==> src/rtl/serial_addsub.sv <==
// serial_addsub: bit-serial add/subtract unit.
// Operands are latched on an accepted start and processed one bit per clock,
// LSB first, through a single full adder. Subtraction reuses the adder as
// a + ~b + 1 by inverting b and presetting the carry to 1.
// Handshake: start is accepted on a rising edge only while busy=0 (IDLE or
// DONE); busy stays high for exactly WIDTH cycles, then done pulses for one
// cycle with result/ovf valid, and those outputs hold until the next accepted
// start.
module serial_addsub #(
    parameter int WIDTH = 4
) (
    input  logic             clk,
    input  logic             rst_n,
    input  logic             start,
    input  logic             mode,
    input  logic [WIDTH-1:0] a,
    input  logic [WIDTH-1:0] b,
    output logic             busy,
    output logic             done,
    output logic [WIDTH:0]   result,
    output logic             ovf
);

    localparam int CW = (WIDTH > 1) ? $clog2(WIDTH) : 1;

    typedef enum logic [1:0] {
        IDLE = 2'd0,
        RUN  = 2'd1,
        DONE = 2'd2
    } state_t;

    state_t           state;
    state_t           state_next;

    logic [WIDTH-1:0] a_r;
    logic [WIDTH-1:0] b_r;
    logic             mode_r;
    logic [CW-1:0]    cnt;
    logic             carry;

    logic             accept;
    logic             last_bit;
    logic             bit_a;
    logic             bit_b;
    logic             sum_bit;
    logic             carry_out;

    // A new operation is taken only when no operation is in flight.
    assign accept   = (state != RUN) && start;
    assign last_bit = (cnt == CW'(WIDTH - 1));

    // One full-adder slice on the current bit; b is inverted for subtract.
    always_comb begin
        bit_a     = a_r[cnt];
        bit_b     = b_r[cnt] ^ mode_r;
        sum_bit   = bit_a ^ bit_b ^ carry;
        carry_out = (bit_a & bit_b) | (bit_a & carry) | (bit_b & carry);
    end

    // State register.
    always_ff @(posedge clk or negedge rst_n) begin
        if (!rst_n) begin
            state <= IDLE;
        end else begin
            state <= state_next;
        end
    end

    // Next-state logic.
    always_comb begin
        state_next = state;
        case (state)
            IDLE:    state_next = start ? RUN : IDLE;
            RUN:     state_next = last_bit ? DONE : RUN;
            DONE:    state_next = start ? RUN : IDLE;
            default: state_next = IDLE;
        endcase
    end

    // Status outputs decoded from the state.
    always_comb begin
        busy = 1'b0;
        done = 1'b0;
        case (state)
            RUN:     busy = 1'b1;
            DONE:    done = 1'b1;
            default: begin
                busy = 1'b0;
                done = 1'b0;
            end
        endcase
    end

    // Operand capture and serial accumulation of result, carry and overflow.
    always_ff @(posedge clk or negedge rst_n) begin
        if (!rst_n) begin
            a_r    <= '0;
            b_r    <= '0;
            mode_r <= 1'b0;
            cnt    <= '0;
            carry  <= 1'b0;
            result <= '0;
            ovf    <= 1'b0;
        end else if (accept) begin
            a_r    <= a;
            b_r    <= b;
            mode_r <= mode;
            cnt    <= '0;
            carry  <= mode;
            result <= '0;
            ovf    <= 1'b0;
        end else if (state == RUN) begin
            result[cnt] <= sum_bit;
            carry       <= carry_out;
            cnt         <= cnt + 1'b1;
            if (last_bit) begin
                // Subtract reports the borrow, i.e. the inverted carry.
                result[WIDTH] <= carry_out ^ mode_r;
                // Signed overflow: carry into the MSB differs from carry out.
                ovf           <= carry ^ carry_out;
            end
        end
    end

endmodule

==> config.mk <==
export PLATFORM = sky130hd
export DESIGN_NAME = serial_addsub
export DESIGN_NICKNAME = d
export VERILOG_FILES = /design/src/rtl/serial_addsub.sv
export SDC_FILE = /design/constraint.sdc
export NUM_CORES = 1
export LEC_CHECK = 0
export ABC_AREA = 1
export CORE_MARGIN = 3
export CORE_UTILIZATION = 25
export DETAILED_ROUTE_END_ITERATION = 12
export PLACE_DENSITY = 0.48
export REMOVE_ABC_BUFFERS = 1
export SLEW_MARGIN = 40
export SYNTH_ARGS = -nofsm -noshare
export SYNTH_HDL_FRONTEND = slang
export SYNTH_SLANG_ARGS = --single-unit
==> constraint.sdc <==
create_clock -name clk -period 1.55 [get_ports clk]
set_input_delay 0.3875 -clock clk [delete_from_list [all_inputs] [get_ports clk]]
set_output_delay 0.3875 -clock clk [all_outputs]
set_load 0.05 [all_outputs]
==> impl_metrics.toml, run 1 <==
[run_status]
status = "finished, violations left"
violations = "setup timing"

[global_route]
grt_max_degree = 21
overflow = 0
grt_first_pass_wirelength_um = 3330
grt_pass1_vias = 768
grt_usage_pct = 9.79
antenna_found_initial = 0

[power_and_ir_drop]
p_int_w = 0.00182
total_power_w = 0.00324
leakage_nw = 0.700
seqPwrFrac_pct = 29.7
p_comb_share_pct = 60.0
ir_drop_v = 0.000748
power_frac_clock_pct = 10.3
p_sw_w = 0.00142
power_density_nw_per_um2 = 2270
switching_share_pct = 43.7

[sta]
slew_headroom_pct = 82.1
fin_crit_sh_pct = 104
fin_ws_ns = -0.0612
setup_tns_ns = -0.254
tightest_slew_ns = 0.265
final_max_slew_viol_count = 0
fin_crit_ns = 1.61
rsz0062_at_grt = "true"
finalSetupViolCount = 5
fmax_mhz = 621
hold_viol = 0
fin_skew_ns = 0.00580

[die]
io_pins = 20
coreArea_sq_um = 3520
core.rowCount = 21
dieArea_sq_um = 4610
die_h_um = 67.9
initial_utilization_pct = 27.2
die_x_um = 67.9

[placement]
io_buffers = 19
placed_area_sq_um = 1320
hpwlAfterDp_um = 1480
place_congestion = 0.756

[critical_path]
crit_path_end_kind = "flip-flop"
cp_num_buf_inv = 1
critical_path.top_delay_family = "adder cells"
cpPeakStageDelay_ns = 0.59
cp_slowest_cell = "fa_2"
worst-setup-path-type = "flip-flop to flip-flop"
required_ns = 1.70
crit_arrival_ns = 1.76
worstPathMaxFanout = 4
start_kind = "flip-flop"
crit_cells = 8
path_cells = "inv_2 -> nand2_1 -> nand3_2 -> nand2_1 -> nand2_1 -> nand2_2 -> fa_2 -> o21ai_1"
r2r_cells = 8
cp_common_cell = "nand2_1"

[clocking]
h-tree-depth = 1
cts.sinks = 20
ctsRootBufferMaster = "clkbuf_8"
cts_tree = "done"
hold_buffers = 0
cts_buffer_depth = 2
clkTransAtPathRegs_ns = 0.07
cts_buffers = 3
clock_latency_ns = 0.25

[hold_path]
min_path_type = "input port to asynchronous set/reset pin"

[logic_synthesis]
ys_ff_latch = 20
netlist.area_leader.share_pct = 52.2
syn_avg_cell_area_sq_um = 8.79
synth_cell_types = 18
seq_area_frac_synth_pct = 52.2
synth_top_area_cell = "dfrtp_1"
dominantRegCellSynth = "dfrtp_1"
synth_edf_count = 0
syn_area_sq_um = 958
netlist_instances = 109
synth-async-reset-ratio_pct = 100
synth_area_leaders = "dfrtp_1 (52%), nand2_1 (17%), nand3_1 (6.8%), ha_1 (5.2%), o21ai_1 (3.7%)"
yosysWarnings = 0

[routing]
vias = 780
post_drt_wl_per_cell_um = 10.6
dr.first_iter.drc_count = 32
drcViolationCount = 0
firstDrtPassIters = 4
ant_nets = 0
drt-vias-per-instance = 4.24
wirelength_um = 1940

[run]
max_cap_violations = 0

[final_layout]
antennaDiodeCount = 0
fin_util_pct = 40.4
final_layout_size_suffix_gt1_share_pct = 28.3
final_area_sq_um = 1420
area_growth_pct = 48.6
fin_nets = 157
==> Yosys cell counts (2+ instances only) <==
| library cell | count |
|---|---|
| o21ai_0 | 2 |
| dfrtp_1 | 20 |
| nand2_2 | 2 |
| o21ai_1 | 7 |
| nand2_1 | 43 |
| xor2_1 | 2 |
| ha_1 | 4 |
| nand3_1 | 13 |
| inv_2 | 2 |
| inv_1 | 6 |
==> per-layer routing <==
metal / global-route usage [%] / wire (um) / vias up
met5: 0 / 0 / -
met4: 2.23 / 12 / 0
met2: 17.1 / 950 / 20
li1: - / - / 405
met3: 3.61 / 146 / 2
met1: 11.3 / 834 / 353
==> state kept, by name, indices dropped and copies added, names as in the netlist <==
| register | count |
|---|---|
| mode_r | 1 |
| state | 2 |
| result | 5 |
| carry | 1 |
| b_r | 4 |
| a_r | 4 |
| ovf | 1 |
| cnt | 2 |
==> cell families after synthesis <==
kind of cell / synth area share [%]
AND/OR/NAND/NOR: 28.3
flip-flops: 52.2
AO/OA/AOI/OAI: 5.35
buffers and inverters: 4.96
adder cells (fa/ha/maj): 7.31
XOR/XNOR: 1.83
==> cell type report <==
cell class / instances / area [sq um]
sequential: 20 / 500
tap: 46 / 57.6
inverter: 9 / 36.3
multi-input combinational: 79 / 454
timing repair buffer: 27 / 334
fill: 367 / 2100
clock buffer: 3 / 41.3
==> metrics by stage <==
step           hold slack, ns  setup slack, ns  instances
3_5_place_dp            0.474           -0.177        179
4_1_cts                 0.468          -0.0985        184
6_report                0.463          -0.0612        184
3_3_place_gp            0.476           -0.130        179
2_1_floorplan          0.0919           -0.177        108
5_1_grt                 0.500           -0.143        184
==> path summary, 6_finish.rpt <==
path / startpoint / to / slack [ns]
max in group asynchronous: rst_n / mode_r / 0.87
worst min register to register: b_r[0] / b_r[0] / 0.49
worst max register to register: cnt[0] / result[0] / -0.06
min in group clk: b_r[0] / b_r[0] / 0.49
worst min-delay path: rst_n / result[2] / 0.46
worst max-delay path: cnt[0] / result[0] / -0.06
==> power by group through the flow <==
stage	sequential, W	combinational (W)	clock (W)
6_report	0.000961	0.00194	0.000333
5_1_grt	0.000997	0.00214	0.000369
4_1_cts	0.000961	0.00192	0.000354
3_5_place_dp	0.000960	0.00178	0
3_3_place_gp	0.000955	0.00176	0
2_1_floorplan	0.00111	0.000888	0
==> layout by cell type, fill, tap and decap left out, drive strengths merged <==
cell           Yosys  layout
nand3             13      13
fa                 1       1
clkbuf             0       3
nor2               2       2
clkdlybuf4s50      0      11
buf                1      16
nand2             46      46
ha                 4       4
inv                9       9
or2                1       1
dfrtp             20      20
o21ai              9       9
xor2               2       2
o22ai              1       1
==> what timing repair did <==
| item | CTS | global route |
|---|---|---|
| gates resized for setup | 9 | 5 |
| pin swaps | 9 | 2 |
| setup endpoints to repair | 7 | 7 |
| cloned | 0 | 0 |
| buffers inserted | 2 | 0 |
Note: power is estimated with default switching activity, not from simulation.
==> run 2, diff against run 1 <==
SKIP_LAST_GASP = 1   (was not set)
==> run 2 against run 1 <==
  * The run still ends with setup timing left
  * Final area is 0.35% lower
  * Clock skew hardly changed
  * Count of clock-buffer cells in the layout stayed put
  * Non-clock buffer count stayed put
  * Critical path type unchanged
==> impl_metrics.toml, run 2 (same netlist as run 1, synthesis figures left out) <==
[run_status]
status = "finished, violations left"
violations = "setup timing"

[power_and_ir_drop]
p_sw_w = 0.00141
total_power_w = 0.00322
power_frac_clock_pct = 10.3
p_comb_share_pct = 59.9
p_int_w = 0.00181
switching_share_pct = 43.7
seqPwrFrac_pct = 29.8
power_density_nw_per_um2 = 2270
leakage_nw = 0.695
ir_drop_v = 0.000743

[global_route]
overflow = 0
grt_max_degree = 21
grt_first_pass_wirelength_um = 3330
antenna_found_initial = 0
grt_usage_pct = 9.79
grt_pass1_vias = 766

[routing]
ant_nets = 0
vias = 773
post_drt_wl_per_cell_um = 10.5
dr.first_iter.drc_count = 32
wirelength_um = 1940
drcViolationCount = 0
drt-vias-per-instance = 4.20
firstDrtPassIters = 4

[final_layout]
fin_util_pct = 40.3
regMostFlops = "result"
area_growth_pct = 48.0
reg_top3 = "result (5), a_r (4), b_r (4)"
final_cell_mix = "nand2_1 (39), dfrtp_1 (20), clkdlybuf4s50_1 (11), nand3_1 (9), buf_12 (8)"
largest_reg_flops = 5
final_layout_size_suffix_gt1_share_pct = 27.5
fillCellCount = 367
antennaDiodeCount = 0
fin_nets = 157
final_area_sq_um = 1420
final_common_cell = "nand2_1"

[clocking]
h-tree-depth = 1
cts.sinks = 20
hold_buffers = 0
cts_tree = "done"
clock_latency_ns = 0.25
cts_buffers = 3
ctsRootBufferMaster = "clkbuf_8"
cts_buffer_depth = 2
clkTransAtPathRegs_ns = 0.07

[critical_path]
worst-setup-path-type = "flip-flop to flip-flop"
cp_common_cell = "nand2_1"
rr_startpoint = "cnt[0]"
worstPathMaxFanout = 4
cp_slowest_cell = "fa_2"
cp_num_buf_inv = 1
required_ns = 1.70
cpPeakStageDelay_ns = 0.59
start_kind = "flip-flop"
critical_path.top_delay_family = "adder cells"
crit_path_end_kind = "flip-flop"
path_cells = "inv_2 -> nand2_1 -> nand3_2 -> nand2_1 -> nand2_1 -> nand2_2 -> fa_2 -> o21ai_1"
rrSetupSlack_ns = -0.06
crit_arrival_ns = 1.76
r2r_cells = 8
reg2reg_to = "result[0]"

[sta]
hold_viol = 0
tightest_slew_ns = 0.269
fin_crit_sh_pct = 104
fmax_mhz = 621
setup_tns_ns = -0.270
fin_crit_ns = 1.61
fin_skew_ns = 0.00566
final_max_slew_viol_count = 0
fin_ws_ns = -0.0595
slew_headroom_pct = 81.9
rsz0062_at_grt = "true"
finalSetupViolCount = 5

[die]
die_x_um = 67.9
core.rowCount = 21
dieArea_sq_um = 4610
coreArea_sq_um = 3520
io_pins = 20
die_h_um = 67.9
initial_utilization_pct = 27.2

[placement]
hpwlAfterDp_um = 1480
place_congestion = 0.756
dp_slack_ns = -0.177
placed_area_sq_um = 1320
io_buffers = 19

[run]
max_cap_violations = 0

[hold_path]
min_path_type = "input port to asynchronous set/reset pin"
run 2: cell counts in the layout (fill, tap and decap cells not counted):
Identical to the previous run, type by type.
run 2: worst max path at each step:
stage | from | to | slack, ns | depth (start not counted)
after floorplan | cnt[0] | carry | -0.18 | 9
after global placement | cnt[0] | carry | -0.13 | 9
after detailed placement | cnt[0] | carry | -0.18 | 9
after CTS | cnt[0] | result[0] | -0.1 | 8
after global routing | cnt[0] | result[1] | -0.15 | 8
final | cnt[0] | result[0] | -0.06 | 8
run 2: repair_timing:
action,CTS,global route
gates cloned,0,0
endpoints found under the setup margin,7,7
endpoints found under the hold margin,0,0
pin swaps,8,2
gates resized for setup,9,4
setup buffers,2,0
run 2: final cells by class:
cell class                 count  area [sq um]  area share, %
clock buffer                   3          41.3           2.91
inverter                       9          36.3           2.56
multi-input combinational     79           449           31.7
sequential                    20           500           35.3
tap                           46          57.6           4.06
timing repair buffer          27           334           23.5
run 2: through the flow:
step                hold slack, ns  instances
global route                 0.500        184
CTS                          0.468        184
global placement             0.476        179
detailed placement           0.474        179
floorplan                   0.0919        108
finish                       0.463        184
run 2: power by group through the flow:
stage | Sequential, W | Clock (W) | Combinational, W
after floorplan | 0.00111 | 0 | 0.000888
after global placement | 0.000955 | 0 | 0.00176
after detailed placement | 0.000960 | 0 | 0.00178
after CTS | 0.000961 | 0.000354 | 0.00192
after global routing | 0.000996 | 0.000369 | 0.00213
final | 0.000961 | 0.000333 | 0.00193
run 2: routing by layer:
| metal | up-vias | track usage, % | part of all wire (%) |
|---|---|---|---|
| li1 | 404 | - | - |
| met1 | 350 | 11.3 | 44 |
| met2 | 17 | 17.1 | 49 |
| met3 | 2 | 3.61 | 6.4 |
| met4 | 0 | 2.23 | 0.62 |
| met5 | - | 0 | 0 |
==> run 3, diff against run 2 <==
SLEW_MARGIN = 30   (was 40)
clock period = 1.4 ns   (was 1.55 ns; I/O delays follow)
==> run 3 against run 2 <==
  * The run still ends with setup timing left
  * Die area stayed put
  * Register-to-register slack worse by 0.21 ns
  * Non-clock buffer count is 6 higher
  * Via count is 2.7% higher
  * Critical path type unchanged
==> impl_metrics.toml, run 3 (same netlist as run 1, synthesis figures left out) <==
[sta]
final_max_slew_viol_count = 0
fin_ws_ns = -0.266
tightest_slew_ns = 0.260
fin_crit_ns = 1.67
hold_viol = 0
finalSetupViolCount = 7
fin_crit_sh_pct = 119
rsz0062_at_grt = "true"
fin_skew_ns = 0.00452
fmax_mhz = 600
slew_headroom_pct = 82.7
holdWs_ns = 0.433

[clocking]
cts_tree = "done"
clkTransAtPathRegs_ns = 0.07
cts_buffers = 3
clock_latency_ns = 0.26
cts.sinks = 20
cts_buffer_depth = 2
hold_buffers = 0
ctsRootBufferMaster = "clkbuf_8"
h-tree-depth = 1

[final_layout]
fin_nets = 163
fillCellCount = 371
area_growth_pct = 55.6
largest_reg_flops = 5
reg_top3 = "result (5), a_r (4), b_r (4)"
seqCellArea_sq_um = 500
final_layout_size_suffix_gt1_share_pct = 33.8
regMostFlops = "result"
final_common_cell = "nand2_1"
instances_no_fill = 191
antennaDiodeCount = 0
multiInputGateArea_sq_um = 463
final_cell_mix = "nand2_1 (37), dfrtp_1 (20), buf_4 (13), clkdlybuf4s50_1 (11)"

[die]
core.rowCount = 21
coreArea_sq_um = 3520
io_pins = 20
die_h_um = 67.9
initial_utilization_pct = 27.2
dieArea_sq_um = 4610
die_x_um = 67.9

[power_and_ir_drop]
power_density_nw_per_um2 = 2570
ir_drop_v = 0.000650
leakage_nw = 0.731

[routing]
drt-vias-per-instance = 4.16
vias = 794
dr.first_iter.drc_count = 16
drcViolationCount = 0
post_drt_wl_per_cell_um = 11.3
ant_nets = 0
firstDrtPassIters = 4
wirelength_um = 2150

[global_route]
overflow = 0
grt_usage_pct = 11.1
grt_first_pass_wirelength_um = 3830
grt_max_degree = 21
antenna_found_initial = 0
grt_pass1_vias = 825

[placement]
place_congestion = 0.751
hpwlAfterDp_um = 1500
io_buffers = 19
dp_slack_ns = -0.327
dp.cells = 182

[hold_path]
min_path_type = "input port to asynchronous set/reset pin"

[run_status]
violations = "setup timing"
status = "finished, violations left"

[critical_path]
required_ns = 1.55
worst-setup-path-type = "flip-flop to flip-flop"
crit_arrival_ns = 1.82
cpPeakStageDelay_ns = 0.63
path_cells = "buf_6 -> buf_4 -> nand2_1 -> nand3_2 -> nand2_2 -> fa_2 -> o21ai_1"
critical_path.top_delay_family = "adder cells"
crit_path_end_kind = "flip-flop"
start_kind = "flip-flop"
cp_slowest_cell = "fa_2"
worstPathMaxFanout = 4
cp_num_buf_inv = 2

[run]
max_cap_violations = 0
-- run 3: cell type report --
class                   count  share of cell area, %
clock buffers               4                   3.69
inverters                   9                   2.43
multi-input cells          79                   31.0
flip-flops and latches     20                   33.6
well taps                  46                   3.86
repair buffers             33                   25.4
-- run 3: worst register-to-register path: cells and delay by family (launching register included) --
kind | cells | cell delay, ns
adders and majority gates | 1 | 0.63
DFF | 1 | 0.40
buffers and inverters | 2 | 0.23
and+or+nand+nor | 3 | 0.21
AOI/OAI and AO/OA | 1 | 0.08
-- run 3: stage by stage --
stage / cell area, sq um / utilization [%] / setup TNS, ns / power, W
after detailed placement: 1340 / 38.1 / -1.86 / 0.00311
after global routing: 1490 / 42.4 / -2.35 / 0.00416
after CTS: 1470 / 41.6 / -1.64 / 0.00380
final: 1490 / 42.4 / -1.70 / 0.00383
after floorplan: 947 / - / -1.57 / 0.00221
after global placement: 1340 / 38.1 / -1.52 / 0.00307
-- run 3: layer usage --
layer | part of all wire [%] | vias up | track usage (%)
met3 | 5.6 | 4 | 1.97
met5 | 0 | - | 0
met1 | 44 | 351 | 13.8
met4 | 1.1 | 0 | 4.47
li1 | - | 417 | -
met2 | 49 | 22 | 18.8
-- run 3: final timing paths --
kind	from	end	slack, ns	cells past startpoint
worst max-delay path	cnt[0]	result[0]	-0.27	7
worst min register to register	a_r[0]	a_r[0]	0.50	2
worst max register to register	cnt[0]	result[0]	-0.27	7
min in group clk	a_r[0]	a_r[0]	0.50	2
worst min-delay path	rst_n	result[1]	0.43	2
max in group asynchronous	rst_n	mode_r	0.75	2
-- run 3: repair_timing --
item                                    4_1_cts  5_1_grt
resized for setup                            13        5
endpoints found under the setup margin        9        9
cloned                                        0        0
endpoints found under the hold margin         0        0
buffers inserted                              4        1
pin swaps                                    11        2
-- run 3: power breakdown --
part | internal [W] | switching, W
Sequential | 0.000841 | 0.000230
Combinational | 0.00109 | 0.00123
Clock | 0.000250 | 0.000189
Total | 0.00218 | 0.00165
